<file path="config.mk">
export PLATFORM = sky130hd
export DESIGN_NAME = div_sequencer
export DESIGN_NICKNAME = d
export VERILOG_FILES = /design/src/rtl/div_sequencer_pkg.sv /design/src/rtl/div_sequencer_alu.sv /design/src/rtl/div_sequencer.sv
export SDC_FILE = /design/constraint.sdc
export NUM_CORES = 1
export LEC_CHECK = 0
export BUFFER_PORTS_ARGS = -buffer_cell sky130_fd_sc_hd__buf_2
export CORE_MARGIN = 3
export CORE_UTILIZATION = 41
export CTS_BUF_LIST = sky130_fd_sc_hd__clkbuf_8
export DETAILED_ROUTE_END_ITERATION = 8
export MAX_ROUTING_LAYER = met4
export PLACE_DENSITY = 0.77
export SLEW_MARGIN = 0
export SYNTH_ARGS = -nofsm -noshare
export SYNTH_HDL_FRONTEND = slang
export SYNTH_SLANG_ARGS = --single-unit
</file>
<file path="constraint.sdc">
create_clock -name clock -period 3.2 [get_ports clock]
set_input_delay 0.64 -clock clock [delete_from_list [all_inputs] [get_ports clock]]
set_output_delay 0.64 -clock clock [all_outputs]
set_load 0.005 [all_outputs]
</file>
<file path="src/rtl/div_sequencer_pkg.sv">
// Shared definitions for the divider control/finish stage: FSM states,
// iteration count and the ALU opcodes used for quotient negation.
package div_sequencer_pkg;

    typedef enum logic [1:0] {
        IDLE = 2'd0,
        RUN  = 2'd1,
        FIX  = 2'd2
    } state_t;

    localparam int unsigned DIV_ITER = 32;

    typedef enum logic [4:0] {
        ALU_ADD = 5'b00000,
        ALU_SUB = 5'b00001
    } alu_op_t;

endpackage

</file>
<file path="src/rtl/div_sequencer_alu.sv">
// Minimal add/subtract ALU; the sequencer uses SUB with A=0 to negate the
// unsigned quotient magnitude.
module div_sequencer_alu
    import div_sequencer_pkg::*;
#(
    parameter int unsigned WIDTH = 32
) (
    input  logic [WIDTH-1:0] i_a,
    input  logic [WIDTH-1:0] i_b,
    input  alu_op_t          i_op,
    output logic [WIDTH-1:0] o_result
);

    always_comb begin
        o_result = '0;
        case (i_op)
            ALU_ADD: o_result = i_a + i_b;
            ALU_SUB: o_result = i_a - i_b;
            default: o_result = '0;
        endcase
    end

endmodule

</file>
<file path="src/rtl/div_sequencer.sv">
// Control/finish stage for the iterative restoring divider: starts the
// datapath, counts iterations, sign-corrects the quotient and flags exceptions.
module div_sequencer
    import div_sequencer_pkg::*;
#(
    parameter int unsigned WIDTH = 32,
    parameter int unsigned ITER  = DIV_ITER
) (
    input  logic               clock,
    input  logic               reset_n,
    input  logic               ctrl_DIV,
    input  logic [WIDTH-1:0]   data_operandA,
    input  logic [WIDTH-1:0]   data_operandB,
    input  logic [2*WIDTH-1:0] currentAQ,
    output logic               div_load,
    output logic               busy,
    output logic [WIDTH-1:0]   data_result,
    output logic               data_exception,
    output logic               data_resultRDY
);

    state_t             r_state;
    state_t             w_state_nxt;
    logic [5:0]         r_count;
    logic [5:0]         w_count_nxt;
    logic               r_negq;
    logic               w_negq_nxt;
    logic               r_dz;
    logic               w_dz_nxt;
    logic               r_ovf;
    logic               w_ovf_nxt;
    logic [WIDTH-1:0]   r_result;
    logic [WIDTH-1:0]   w_result_nxt;
    logic               r_exc;
    logic               w_exc_nxt;
    logic               r_rdy;
    logic               w_rdy_nxt;

    logic [WIDTH-1:0]   w_q;
    logic [WIDTH-1:0]   w_q_neg;
    logic [WIDTH-1:0]   w_res;
    logic               w_a_min;
    logic               w_unused_aq_hi;

    // Datapath and FSM both act on the same start edge.
    assign div_load       = ctrl_DIV;
    assign busy           = (r_state == RUN) || (r_state == FIX);
    assign data_result    = r_result;
    assign data_exception = r_exc;
    assign data_resultRDY = r_rdy;

    assign w_q            = currentAQ[WIDTH-1:0];
    assign w_unused_aq_hi = ^currentAQ[2*WIDTH-1:WIDTH];
    assign w_a_min        = (data_operandA == {1'b1, {(WIDTH-1){1'b0}}});

    div_sequencer_alu #(
        .WIDTH (WIDTH)
    ) u_neg (
        .i_a      ('0),
        .i_b      (w_q),
        .i_op     (ALU_SUB),
        .o_result (w_q_neg)
    );

    assign w_res = r_negq ? w_q_neg : w_q;

    always_comb begin
        w_state_nxt  = r_state;
        w_count_nxt  = r_count;
        w_negq_nxt   = r_negq;
        w_dz_nxt     = r_dz;
        w_ovf_nxt    = r_ovf;
        w_result_nxt = r_result;
        w_exc_nxt    = r_exc;
        w_rdy_nxt    = 1'b0;

        // A start pulse aborts any op in flight and restarts from scratch.
        if (ctrl_DIV) begin
            w_negq_nxt  = data_operandA[WIDTH-1] ^ data_operandB[WIDTH-1];
            w_dz_nxt    = (data_operandB == '0);
            w_ovf_nxt   = w_a_min && (data_operandB == '1);
            w_count_nxt = '0;
            w_state_nxt = RUN;
        end else begin
            case (r_state)
                IDLE: ;
                RUN: begin
                    w_count_nxt = r_count + 6'd1;
                    if (r_count == 6'(ITER - 1))
                        w_state_nxt = FIX;
                end
                FIX: begin
                    w_result_nxt = (r_dz | r_ovf) ? '0 : w_res;
                    w_exc_nxt    = r_dz | r_ovf;
                    w_rdy_nxt    = 1'b1;
                    w_state_nxt  = IDLE;
                end
                default: w_state_nxt = IDLE;
            endcase
        end
    end

    always_ff @(posedge clock or negedge reset_n) begin
        if (!reset_n) begin
            r_state  <= IDLE;
            r_count  <= '0;
            r_negq   <= 1'b0;
            r_dz     <= 1'b0;
            r_ovf    <= 1'b0;
            r_result <= '0;
            r_exc    <= 1'b0;
            r_rdy    <= 1'b0;
        end else begin
            r_state  <= w_state_nxt;
            r_count  <= w_count_nxt;
            r_negq   <= w_negq_nxt;
            r_dz     <= w_dz_nxt;
            r_ovf    <= w_ovf_nxt;
            r_result <= w_result_nxt;
            r_exc    <= w_exc_nxt;
            r_rdy    <= w_rdy_nxt;
        end
    end

endmodule

</file>
# == Yosys cells after proc, flatten, opt, wreduce, memory -nomap -nowiden ==
# Cells that the tools add are included.
# classes
mux,9
n_bitwise,3
add_sub_neg,2
reduce_logical,7
n_eq_ne,7
# op_table
cell,count
== test 32 bit (second input constant),2
two-way mux 32 bit,2
zero test 32 bit,1
subtractor 1 x 32 -> 32 bit (first input constant),1
two-way mux 6 bit,2
adder 6 x 1 -> 6 bit (second input constant),1
== test 6 x 5 -> 1 bit (second input constant),1
two-way mux 2 bit,2
case mux 2 bit (2 select lines),1
AND reduction 2 bit,2
inequality test 3 x 2 -> 1 bit (second input constant),1
== test 2 x 1 -> 1 bit (second input constant),1
== test 2 bit (second input constant),1
zero test 2 bit,1
two-way mux 1 bit,2
inequality test 2 bit (second input constant),1
nonzero test 2 bit,1
logical AND 1 bit,1
logical OR 1 bit,1
inverter 1 bit,1
OR 1 bit,1
bitwise XOR 1 bit,1
# word_totals
regBits,45
out_inout_bits,36

# == Depth between registers and ports, before layout ==
# Gate-level depths: netlist of run 1.
# depth
word_depth,4
depth_mapped,9

# == Cells and area by module ==
# From an unflattened synthesis of run 1, not the netlist that was laid out.
# hier_totals
hier_cells,618
area_unflattened_um2,4901.0
# by_module_without_submodules
module,seq_area_each_um2,cells_per_inst,n_inst,area_each_um2
div_sequencer_alu,0.0,385,1,2616.3
div_sequencer,1126.1,233,1,2284.7

# == Worst setup path after synthesis of run 1 ==
# Ideal clock, no wire load.
# synth_path
path_kind,input to register
startpoint,input port currentAQ[20]
endpoint,"register r_result[31], in the netlist data_result[31]"
arrival_ps,2174
required_time_ps,3071
path_slack_ps,898
setup_time_ps,129
path_stages,5
cell_sequence,or4_4 -> or4b_4 -> o31ai_4 -> xor2_1 -> o21ai_1
# synth_via
elab_chain_cells,3
# synth_lines
element,line_no,text
from (decl),div_sequencer.sv:14,"input logic [2*WIDTH-1:0] currentAQ,"
subtractor 1 x 32 -> 32 bit,div_sequencer_alu.sv:18,ALU_SUB: o_result = i_a - i_b;
two-way mux 32 bit,div_sequencer.sv:65,assign w_res = r_negq ? w_q_neg : w_q;
two-way mux 32 bit,div_sequencer.sv:93,w_result_nxt = (r_dz | r_ovf) ? '0 : w_res;
to (signal assigned),div_sequencer.sv:119,r_result <= w_result_nxt;
to (decl),div_sequencer.sv:32,logic [WIDTH-1:0] r_result;
# No other way between the ends.
# A chain may end at the register's enable or synchronous reset.

# == Worst setup path in the final report of run 1 ==
# layout_path
startpoint,input port currentAQ[0]
endpoint,"register r_result[30], in the netlist data_result[30]"
# The elaborated chain is that of the path after synthesis.

==> reports/qor.csv, run 1 <==
stage,metric,value,unit
power,PD cells,332.1,nW/um2
global_route,pin count of the biggest net entering global routing,46,
worst_setup_path,endpoint class of the critical path,flip-flop,
worst_setup_path,WP depth,8,
clocking,CTS tree,built,
worst_setup_path,critical-path cell list,buf_2 > inv_1 > ha_1 > nor4b_1 > nand3_1 > nor3_2 > a211oi_1 > a311o_1,
sta,final hold vios,0,
sta,Setup TNS,0,ns
worst_setup_path,Critical Path AT,2.57,ns
flow_run,max-cap violations,0,
worst_setup_path,CP max stage delay,0.39,ns
worst_setup_path,critical path's top delay family,simple AND/OR/NAND/NOR gates,
sta,fin crit period,2.380,ns
place,placed cells,502,
worst_setup_path,critical path data required time,3.39,ns
place,HPWL after DPL,6309,um
floorplanning,die area,7726,um2
worst_setup_path,Crit Path Category,input port to flip-flop,
worst_setup_path,worst r2r src,r_state[0],
yosys,leading area contributor after synthesis,dfrtp_1,
detailed_routing,antenna-violating nets left,0,
floorplanning,# rows,29,
sta,max frequency,420.2,MHz
yosys,Yosys top cell area share,40.95,%
detailed_routing,total number of vias,2762,
detailed_routing,DR pass1 iterations,4,
finish,layout cells sized above 1,35.80,%
yosys,register area share after synthesis,40.95,%
floorplanning,# IOs,167,
worst_setup_path,R2R Setup Slk,1.15,ns
clocking,post-CTS sizing,0,
detailed_routing,final WL,7923,um
clocking,"Clk Latency, worst-skew pair",0.30,ns
global_route,initial antenna violation count,0,
clocking,CTS hold repair buffers,0,
yosys,mean area per synthesized cell,9.076,um2
yosys,top post-synthesis cells by area,"dfrtp_1 41%, xor2_1 9.2%, o21ai_0 5.6%",
worst_setup_path,startpoint types,input port,
min_path,worst hold path type,flip-flop to flip-flop,
yosys,Post-synth ARST share,100.0,%
floorplanning,die width,87.90,um
worst_setup_path,CP Capture Point,data_result[30],
sta,unrepaired setup endpoints after global routing,false,
finish,Antenna Cells,0,
finish,fill count,606,
global_route,global-route wire length before repair,12510,um
clocking,"Reg clk slew, reported paths",0.08,ns
detailed_routing,DR vias/cell,5.416,
yosys,post-synthesis net count,439,
worst_setup_path,beginning of the critical path,currentAQ[0],
detailed_routing,Avg WL per Cell,15.54,um
clocking,CTS H-tree depth,2,
place,I/O Buffers,134,
sta,Tightest Pin Transition,0.9957,ns
yosys,synthesized instance count,303,
sta,"Setup violations, final",0,
place,gpl congestion,0.9031,
yosys,dominant synthesized flop cell,dfrtp_1,
clocking,clk sink count,45,
clocking,TritonCTS Buffers,5,
global_route,vias in the first global route,2762,
yosys,Post-synth EDFFs,0,
clocking,root buf cell,clkbuf_8,
yosys,cell area after synthesis,2750,um2
detailed_routing,drc violations,0,
floorplanning,Starting Density,42.82,%
outcome,status,"complete, no violations",
floorplanning,core area,6422,um2
global_route,GRT Resource Usage Total,21.14,%
power,total power,1183,uW
yosys,distinct cell type count after synthesis,47,
floorplanning,die height,87.90,um
sta,crit share post-route,74.36,%
sta,Slew HR,33.62,%
yosys,Ys Warns,0,
power,static leakage,0.001778,uW
worst_setup_path,slowest CP cell,nor4b_1,
yosys,Yosys reg bits,45,
finish,P&R area growth vs syn,29.53,%
finish,Final #Nets,568,
power,worst vdd ir,0.1548,mV
clocking,post-CTS setup buffers,0,
worst_setup_path,CP Buf/Inv Count,2,
detailed_routing,DRT iter0 DRCs,94,
worst_setup_path,CP Max Fanout,6,
finish,Non-Filler Instances,510,
sta,Slew Limit Fails,0,
clocking,Clock Path Buffers,2,
global_route,GRT Residual Overflow,0,
worst_setup_path,worst r2r path cells,7,
min_path,Hold Startpoint,data_result[17],
sta,Fin Clk Skew,0.007035,ns
worst_setup_path,Worst R2R End,data_result[29],
sta,Hold WS,0.4799,ns
per-layer routing:
layer	wire length [um]	global-route usage (%)	share of wire [%]
met1	3384	26.41	43
met5	0	-	0
met2	3947	34.45	50
met3	456	4.516	5.8
met4	135	6.137	1.7
power breakdown:
| group | internal (uW) | switching, uW | leakage [uW] |
|---|---|---|---|
| clock | 146 | 188 | 0.0000519 |
| combinational | 118 | 133 | 0.00111 |
| sequential | 581 | 17.7 | 0.000618 |
cells in the mapped netlist (2+ instances only):
cell	instances
xor2_1	29
clkbuf_1	13
nand4_1	14
a22o_1	2
o21ai_1	6
a21oi_1	3
nand2b_1	3
nor3_1	8
inv_1	7
o41ai_1	5
nor2_1	13
a211oi_1	2
mux2i_1	5
o31ai_1	9
or3_1	11
nand3_1	4
xnor2_1	3
o41ai_2	2
nor4b_1	4
ha_1	5
nand2_1	40
o21ai_0	31
dfrtp_1	45
nor4_1	16
placed cells by master (no fill, tap or decap), drive strengths merged, types with 7 or more instances in the layout:
master,instances
o41ai,7
nand4,15
o21ai,37
nor3,9
buf,138
inv,11
dfrtp,45
or3,12
xor2,29
nor2,13
nand2,40
o31ai,11
nor4,17
worst min path at each step:
stage | cells past startpoint | end | slack, ns
floorplan | 0 | data_exception | 0.34
global route | 2 | data_result[16] | 0.50
global placement | 2 | data_result[19] | 0.46
CTS | 2 | data_result[18] | 0.48
finish | 2 | data_result[17] | 0.48
detailed placement | 2 | data_result[18] | 0.47
sequential cells by signal (all words and copies together) (netlist names):
signal,count
r_count,6
data_exception,1
r_dz,1
r_state,2
data_resultRDY,1
r_negq,1
r_ovf,1
data_result,32
cell families after synthesis:
kind of cell,share of synthesized area (%)
AOI/OAI and AO/OA,16.47
buffers and inverters,3.458
muxes,1.820
xor gates and xnor gates,10.19
adders and majority gates,2.275
DFF,40.95
and+or+nand+nor,24.84
cell type report:
cell class              instances  area [um2]  share of cell area [%]
repair buffers                138       700.7                   19.67
well taps                      77       96.34                   2.705
multi-input cells             234        1529                   42.92
inverters                       8       30.03                  0.8430
clock inverters                 3       11.26                  0.3161
flip-flops and latches         45        1126                   31.61
clock buffers                   5       68.82                   1.932
worst min-delay path, delay by kind of cell, from the launching register on:
family | cells | cell delay (ns)
flops | 1 | 0.34
compound gates | 1 | 0.06
simple gates | 1 | 0.05
per-stage QoR:
stage / setup slack [ns] / util (%) / cell area (um2)
detailed placement: 0.5488 / 54.22 / 3482
finish: 0.8203 / 55.46 / 3562
floorplan: 0.8975 / - / 2750
global route: 0.7176 / 55.46 / 3562
CTS: 0.8472 / 55.46 / 3562
global placement: 0.5819 / 54.22 / 3482
No activity file was read; power rests on OpenSTA's default activity.
==> run 2, diff against run 1 <==
- CORE_UTILIZATION: 41 -> 40
- PLACE_DENSITY: 0.77 -> 0.78
- clock period: 3.2 -> 2.16 ns (I/O delays scaled with it)
==> run 2 against run 1 <==
Critical endpoint unchanged. Count of clock-buffer cells in the layout increased by 1. Register-to-register slack got worse by 0.68 ns. Critical path type unchanged. Sequential power increased by 47%. Global-route usage increased by 0.95 points. Sequential share of layout area decreased by 1.7 points. Die area increased by 2.3%.
==> reports/qor.csv, run 2 (synthesized netlist as in run 1, its figures left out) <==
stage,metric,value,unit,change
outcome,status,"complete, no violations",,unchanged
finish,Final #Nets,590,,was 568
global_route,initial antenna violation count,0,,unchanged
sta,final hold vios,0,,unchanged
clocking,CTS hold repair buffers,0,,unchanged
power,switch share,26.50,%,was 28.61%
clocking,"Reg clk slew, reported paths",0.08,ns,about the same
power,worst vdd ir,0.2524,mV,was 0.1548 mV
floorplanning,core area,6495,um2,was 6422 um2
detailed_routing,total number of vias,2923,,was 2762
finish,multi-input logic area,1529,um2,unchanged
floorplanning,die area,7906,um2,was 7726 um2
clocking,Clock Path Buffers,2,,unchanged
power,static leakage,0.001894,uW,was 0.001778 uW
finish,"commonest non-fill, non-tap cell in the layout",buf_2,,unchanged
floorplanning,die height,88.92,um,was 87.90 um
global_route,pin count of the biggest net entering global routing,29,,was 46
floorplanning,Starting Density,42.34,%,was 42.82%
global_route,global-route wire length before repair,13400,um,was 12510 um
floorplanning,# rows,29,,unchanged
worst_setup_path,critical path data required time,2.35,ns,was 3.39 ns
power,clock network power share,33.8,%,was 28.2%
power,PD cells,515.0,nW/um2,was 332.1 nW/um2
detailed_routing,antenna-violating nets left,0,,unchanged
floorplanning,# IOs,167,,unchanged
sta,Slew Limit Fails,0,,unchanged
power,Sw Pwr,513.6,uW,was 338.4 uW
sta,Slew HR,65.97,%,was 33.62%
finish,register area,1126,um2,unchanged
detailed_routing,DR vias/cell,5.494,,was 5.416
clocking,post-CTS sizing,0,,unchanged
global_route,GRT Resource Usage Total,22.08,%,was 21.14%
sta,Setup TNS,0,ns,unchanged
detailed_routing,DR pass1 iterations,4,,unchanged
detailed_routing,final WL,8273,um,was 7923 um
place,Place WS,-0.1863,ns,was 0.5488 ns
place,HPWL after DPL,6729,um,was 6309 um
floorplanning,die width,88.92,um,was 87.90 um
power,sequential power share,45.5,%,was 50.6%
sta,max frequency,480.3,MHz,
sta,crit share post-route,96.39,%,
finish,most frequent cells in the layout,"134 x buf_2, 45 x dfrtp_1, 40 x nand2_1, 31 x o21ai_0, 29 x xor2_1",,unchanged
global_route,GRT Residual Overflow,0,,unchanged
finish,fill count,559,,was 606
finish,max reg flops,32,,unchanged
min_path,worst hold path type,input port to asynchronous set/reset pin,,was flip-flop to flip-flop
worst_setup_path,endpoint class of the critical path,flip-flop,,unchanged
worst_setup_path,Crit Path Category,input port to flip-flop,,unchanged
finish,P&R area growth vs syn,36.85,%,was 29.53%
clocking,"Clk Latency, worst-skew pair",0.30,ns,about the same
sta,fin crit period,2.082,ns,
sta,"Worst Setup Slack, final",0.07788,ns,was 0.8203 ns
clocking,CTS tree,built,,unchanged
sta,Fin Clk Skew,0.006400,ns,was 0.007035 ns
power,Pint,1424,uW,was 844.7 uW
global_route,vias in the first global route,2901,,was 2762
power,Gate power share,20.7,%,was 21.1%
clocking,root buf cell,clkbuf_8,,unchanged
detailed_routing,DRT iter0 DRCs,157,,was 94
finish,Util after Layout,57.95,%,was 55.46%
finish,Antenna Cells,0,,unchanged
place,I/O Buffers,134,,unchanged
clocking,post-CTS setup buffers,0,,unchanged
place,gpl congestion,0.9051,,was 0.9031
flow_run,max-cap violations,0,,unchanged
sta,Tightest Pin Transition,0.5058,ns,was 0.9957 ns
worst_setup_path,Critical Path AT,2.27,ns,was 2.57 ns
worst_setup_path,startpoint types,input port,,unchanged
worst_setup_path,CP Max Fanout,6,,unchanged
detailed_routing,drc violations,0,,unchanged
finish,layout cells sized above 1,39.34,%,was 35.80%
sta,unrepaired setup endpoints after global routing,false,,unchanged
detailed_routing,Avg WL per Cell,15.55,um,was 15.54 um
sta,"Setup violations, final",0,,unchanged
clocking,CTS H-tree depth,2,,unchanged
clocking,TritonCTS Buffers,5,,unchanged
clocking,clk sink count,45,,unchanged
run 2: stage by stage:
stage	std cells	cell area, um2	hold slack, ns	power (uW)
global placement	524	3647	0.3417	1279
floorplan	303	2750	0.1364	1087
finish	532	3764	0.02239	1938
detailed placement	524	3647	0.3460	1295
CTS	532	3764	0.02691	1946
global route	532	3764	0.03444	2050
run 2: worst paths after layout:
check	startpoint	end	slack, ns	cells after the start
min in group clock	ctrl_DIV	r_ovf	0.39	2
setup / recovery	currentAQ[0]	data_result[30]	0.08	9
max in group asynchronous	reset_n	data_result[6]	1.58	2
setup reg to reg	r_state[0]	data_result[29]	0.47	7
hold / removal	reset_n	r_state[0]	0.02	1
hold reg to reg	data_result[14]	data_result[14]	0.48	2
run 2: power groups by stage:
stage | sequential, uW | clock, uW | combinational (uW)
2_1_floorplan | 890 | 0 | 196
3_3_place_gp | 896 | 0 | 383
3_5_place_dp | 898 | 0 | 397
4_1_cts | 881 | 663 | 401
5_1_grt | 885 | 716 | 449
6_report | 882 | 655 | 402
run 2: worst max-delay path: stages:
cell and delay, ns:
buf_2 0.11, inv_1 0.07, ha_1 0.18, nor4b_1 0.29, buf_4 0.17, nand3_1 0.22
nor3_2 0.34, a211oi_1 0.12, a311o_1 0.32
run 2: routing by layer:
layer	GRT usage (%)	vias to the layer above	share of wire, %
met5	-	-	0
li1	-	1416	-
met3	3.687	16	4.9
met2	36.30	107	50
met1	27.39	1384	42
met4	7.967	0	2.8
run 2: final cells by class:
cell class	instances	share of cell area [%]
multi-input cells	234	40.63
flip-flops and latches	45	29.92
well taps	77	2.560
clock buffers	6	2.194
clock inverters	2	0.8976
inverters	8	0.7979
repair buffers	160	23.01
==> run 3, diff against run 2 <==
- SETUP_SLACK_MARGIN: default -> 0.15
==> run 3 against run 2 <==
Core utilization grew 0.13 points. Clock power down 21%. Critical endpoint is now data_result[27]. Sequential cell count is the same. Wire length fell by 0.91%. Highest routed layer unchanged. Largest cell class unchanged. First-iteration DRC count fell by 21%. Worst hold slack improved by 0.19 ns. Cell count rose by 0.19%. Die area did not move. Via count decreased by 0.75%. Critical path type unchanged. Global-route usage fell by 0.078 points.
==> reports/qor.csv, run 3 (synthesized netlist as in run 1, its figures left out) <==
stage,metric,value,unit,change
clocking,root buf cell,clkbuf_8,,unchanged
place,I/O Buffers,134,,unchanged
global_route,GRT Residual Overflow,0,,unchanged
detailed_routing,DRT iter0 DRCs,124,,was 157
floorplanning,core area,6495,um2,unchanged
detailed_routing,total number of vias,2901,,was 2923
floorplanning,# IOs,167,,unchanged
place,Place WS,-0.09058,ns,was -0.1863 ns
worst_setup_path,startpoint types,input port,,unchanged
clocking,post-CTS setup buffers,0,,unchanged
worst_setup_path,slowest CP cell,or4b_4,,was nor3_2
flow_run,max-cap violations,0,,unchanged
floorplanning,die area,7906,um2,unchanged
detailed_routing,antenna-violating nets left,0,,unchanged
global_route,initial antenna violation count,0,,unchanged
worst_setup_path,CP max stage delay,0.55,ns,was 0.34 ns
global_route,GRT Resource Usage Total,22.01,%,was 22.08%
worst_setup_path,critical path data required time,2.34,ns,was 2.35 ns
detailed_routing,DR vias/cell,5.443,,was 5.494
sta,Slew HR,46.78,%,was 65.97%
clocking,clk sink count,45,,unchanged
finish,max reg flops,32,,unchanged
sta,Tightest Pin Transition,0.7983,ns,was 0.5058 ns
worst_setup_path,endpoint class of the critical path,flip-flop,,unchanged
floorplanning,Starting Density,42.34,%,unchanged
clocking,TritonCTS Buffers,5,,unchanged
clocking,CTS hold repair buffers,0,,unchanged
place,placed cells,526,,was 524
place,HPWL after DPL,6682,um,was 6729 um
global_route,pin count of the biggest net entering global routing,37,,was 29
finish,Antenna Cells,0,,unchanged
detailed_routing,final WL,8198,um,was 8273 um
outcome,status,"complete, no violations",,unchanged
finish,most frequent cells in the layout,"134 x buf_2, 45 x dfrtp_1, 40 x nand2_1, 31 x o21ai_0, 29 x xor2_1",,unchanged
sta,Slew Limit Fails,0,,unchanged
sta,"Setup violations, final",0,,unchanged
detailed_routing,drc violations,0,,unchanged
sta,final hold vios,0,,unchanged
sta,fin crit period,1.939,ns,was 2.082 ns
clocking,CTS H-tree depth,2,,unchanged
place,gpl congestion,0.8662,,was 0.9051
global_route,vias in the first global route,2770,,was 2901
detailed_routing,DR pass1 iterations,5,,was 4
finish,Final #Nets,592,,was 590
clocking,"Reg clk slew, reported paths",0.08,ns,about the same
clocking,post-CTS sizing,0,,unchanged
worst_setup_path,Critical Path AT,2.12,ns,was 2.27 ns
sta,max frequency,515.6,MHz,was 480.3 MHz
sta,crit share post-route,89.79,%,was 96.39%
worst_setup_path,CP Max Fanout,3,,was 6
finish,register area,1126,um2,unchanged
clocking,Clock Path Buffers,2,,unchanged
sta,"Worst Setup Slack, final",0.2206,ns,was 0.07788 ns
finish,layout cells sized above 1,40.13,%,was 39.34%
power,worst vdd ir,0.3549,mV,was 0.2524 mV
power,PD cells,477.8,nW/um2,was 515.0 nW/um2
finish,P&R area growth vs syn,37.17,%,was 36.85%
floorplanning,die height,88.92,um,unchanged
power,static leakage,0.001909,uW,was 0.001894 uW
floorplanning,# rows,29,,unchanged
finish,Non-Filler Instances,533,,was 532
finish,multi-input logic area,1553,um2,was 1529 um2
finish,fill count,587,,was 559
worst_setup_path,Crit Path Category,input port to flip-flop,,unchanged
clocking,CTS tree,built,,unchanged
detailed_routing,Avg WL per Cell,15.38,um,was 15.55 um
sta,Fin Clk Skew,0.003883,ns,was 0.006400 ns
min_path,worst hold path type,input port to asynchronous set/reset pin,,unchanged
global_route,global-route wire length before repair,13030,um,was 13400 um
finish,"commonest non-fill, non-tap cell in the layout",buf_2,,unchanged
worst_setup_path,critical-path cell list,buf_2 > or4_4 > or4b_4 > o31ai_2 > xor2_1 > o21ai_1,,was buf_2 > inv_1 > ha_1 > nor4b_1 > buf_4 > nand3_1 > nor3_2 > a211oi_1 > a311o_1
sta,unrepaired setup endpoints after global routing,false,,unchanged
clocking,"Clk Latency, worst-skew pair",0.29,ns,was 0.30 ns
floorplanning,die width,88.92,um,unchanged
worst_setup_path,R2R Setup Slk,0.50,ns,was 0.47 ns
run 3: power by group:
part           internal [uW]  switching, uW
Clock                    249            268
Combinational            195            213
Sequential               861           16.6
run 3: worst max-delay path: cells and delay by family:
kind	cells	cell delay, ns
XOR/XNOR	1	0.19
AND/OR/NAND/NOR	2	1.09
buffers and inverters	1	0.10
AO/OA/AOI/OAI	2	0.30
run 3: path summary, 6_finish.rpt:
path | cells past startpoint | endpoint | start
setup reg to reg | 6 | data_result[30] | r_state[0]
setup / recovery | 6 | data_result[27] | currentAQ[20]
max in group asynchronous | 2 | r_state[1] | reset_n
hold / removal | 1 | data_result[9] | reset_n
min in group clock | 3 | data_result[31] | currentAQ[31]
hold reg to reg | 2 | data_result[17] | data_result[17]
run 3: through the flow:
step | power (uW) | TNS [ns] | hold slack, ns | instance area (um2) | util (%)
after detailed placement | 1299 | -0.5061 | 0.4649 | 3674 | 56.56
final | 1803 | 0 | 0.2166 | 3772 | 58.08
after CTS | 1817 | 0 | 0.2495 | 3760 | 57.89
after floorplan | 1087 | 0 | 0.1364 | 2761 | -
after global placement | 1286 | -0.2418 | 0.4557 | 3674 | 56.56
after global routing | 1914 | 0 | 0.2792 | 3772 | 58.08
run 3: layer usage:
metal | global-route usage, % | wire length (um) | up-vias
met2 | 36.91 | 4117 | 118
met3 | 2.396 | 467 | 14
li1 | - | - | 1420
met4 | 8.242 | 223 | 0
met1 | 27.35 | 3389 | 1349
met5 | - | 0 | -
run 3: layout make-up:
class	count	share of cell area, %
inverters	8	0.7960
clock inverters	1	0.09950
flip-flops and latches	45	29.85
well taps	77	2.554
repair buffers	162	23.35
multi-input cells	234	41.16
clock buffers	6	2.189
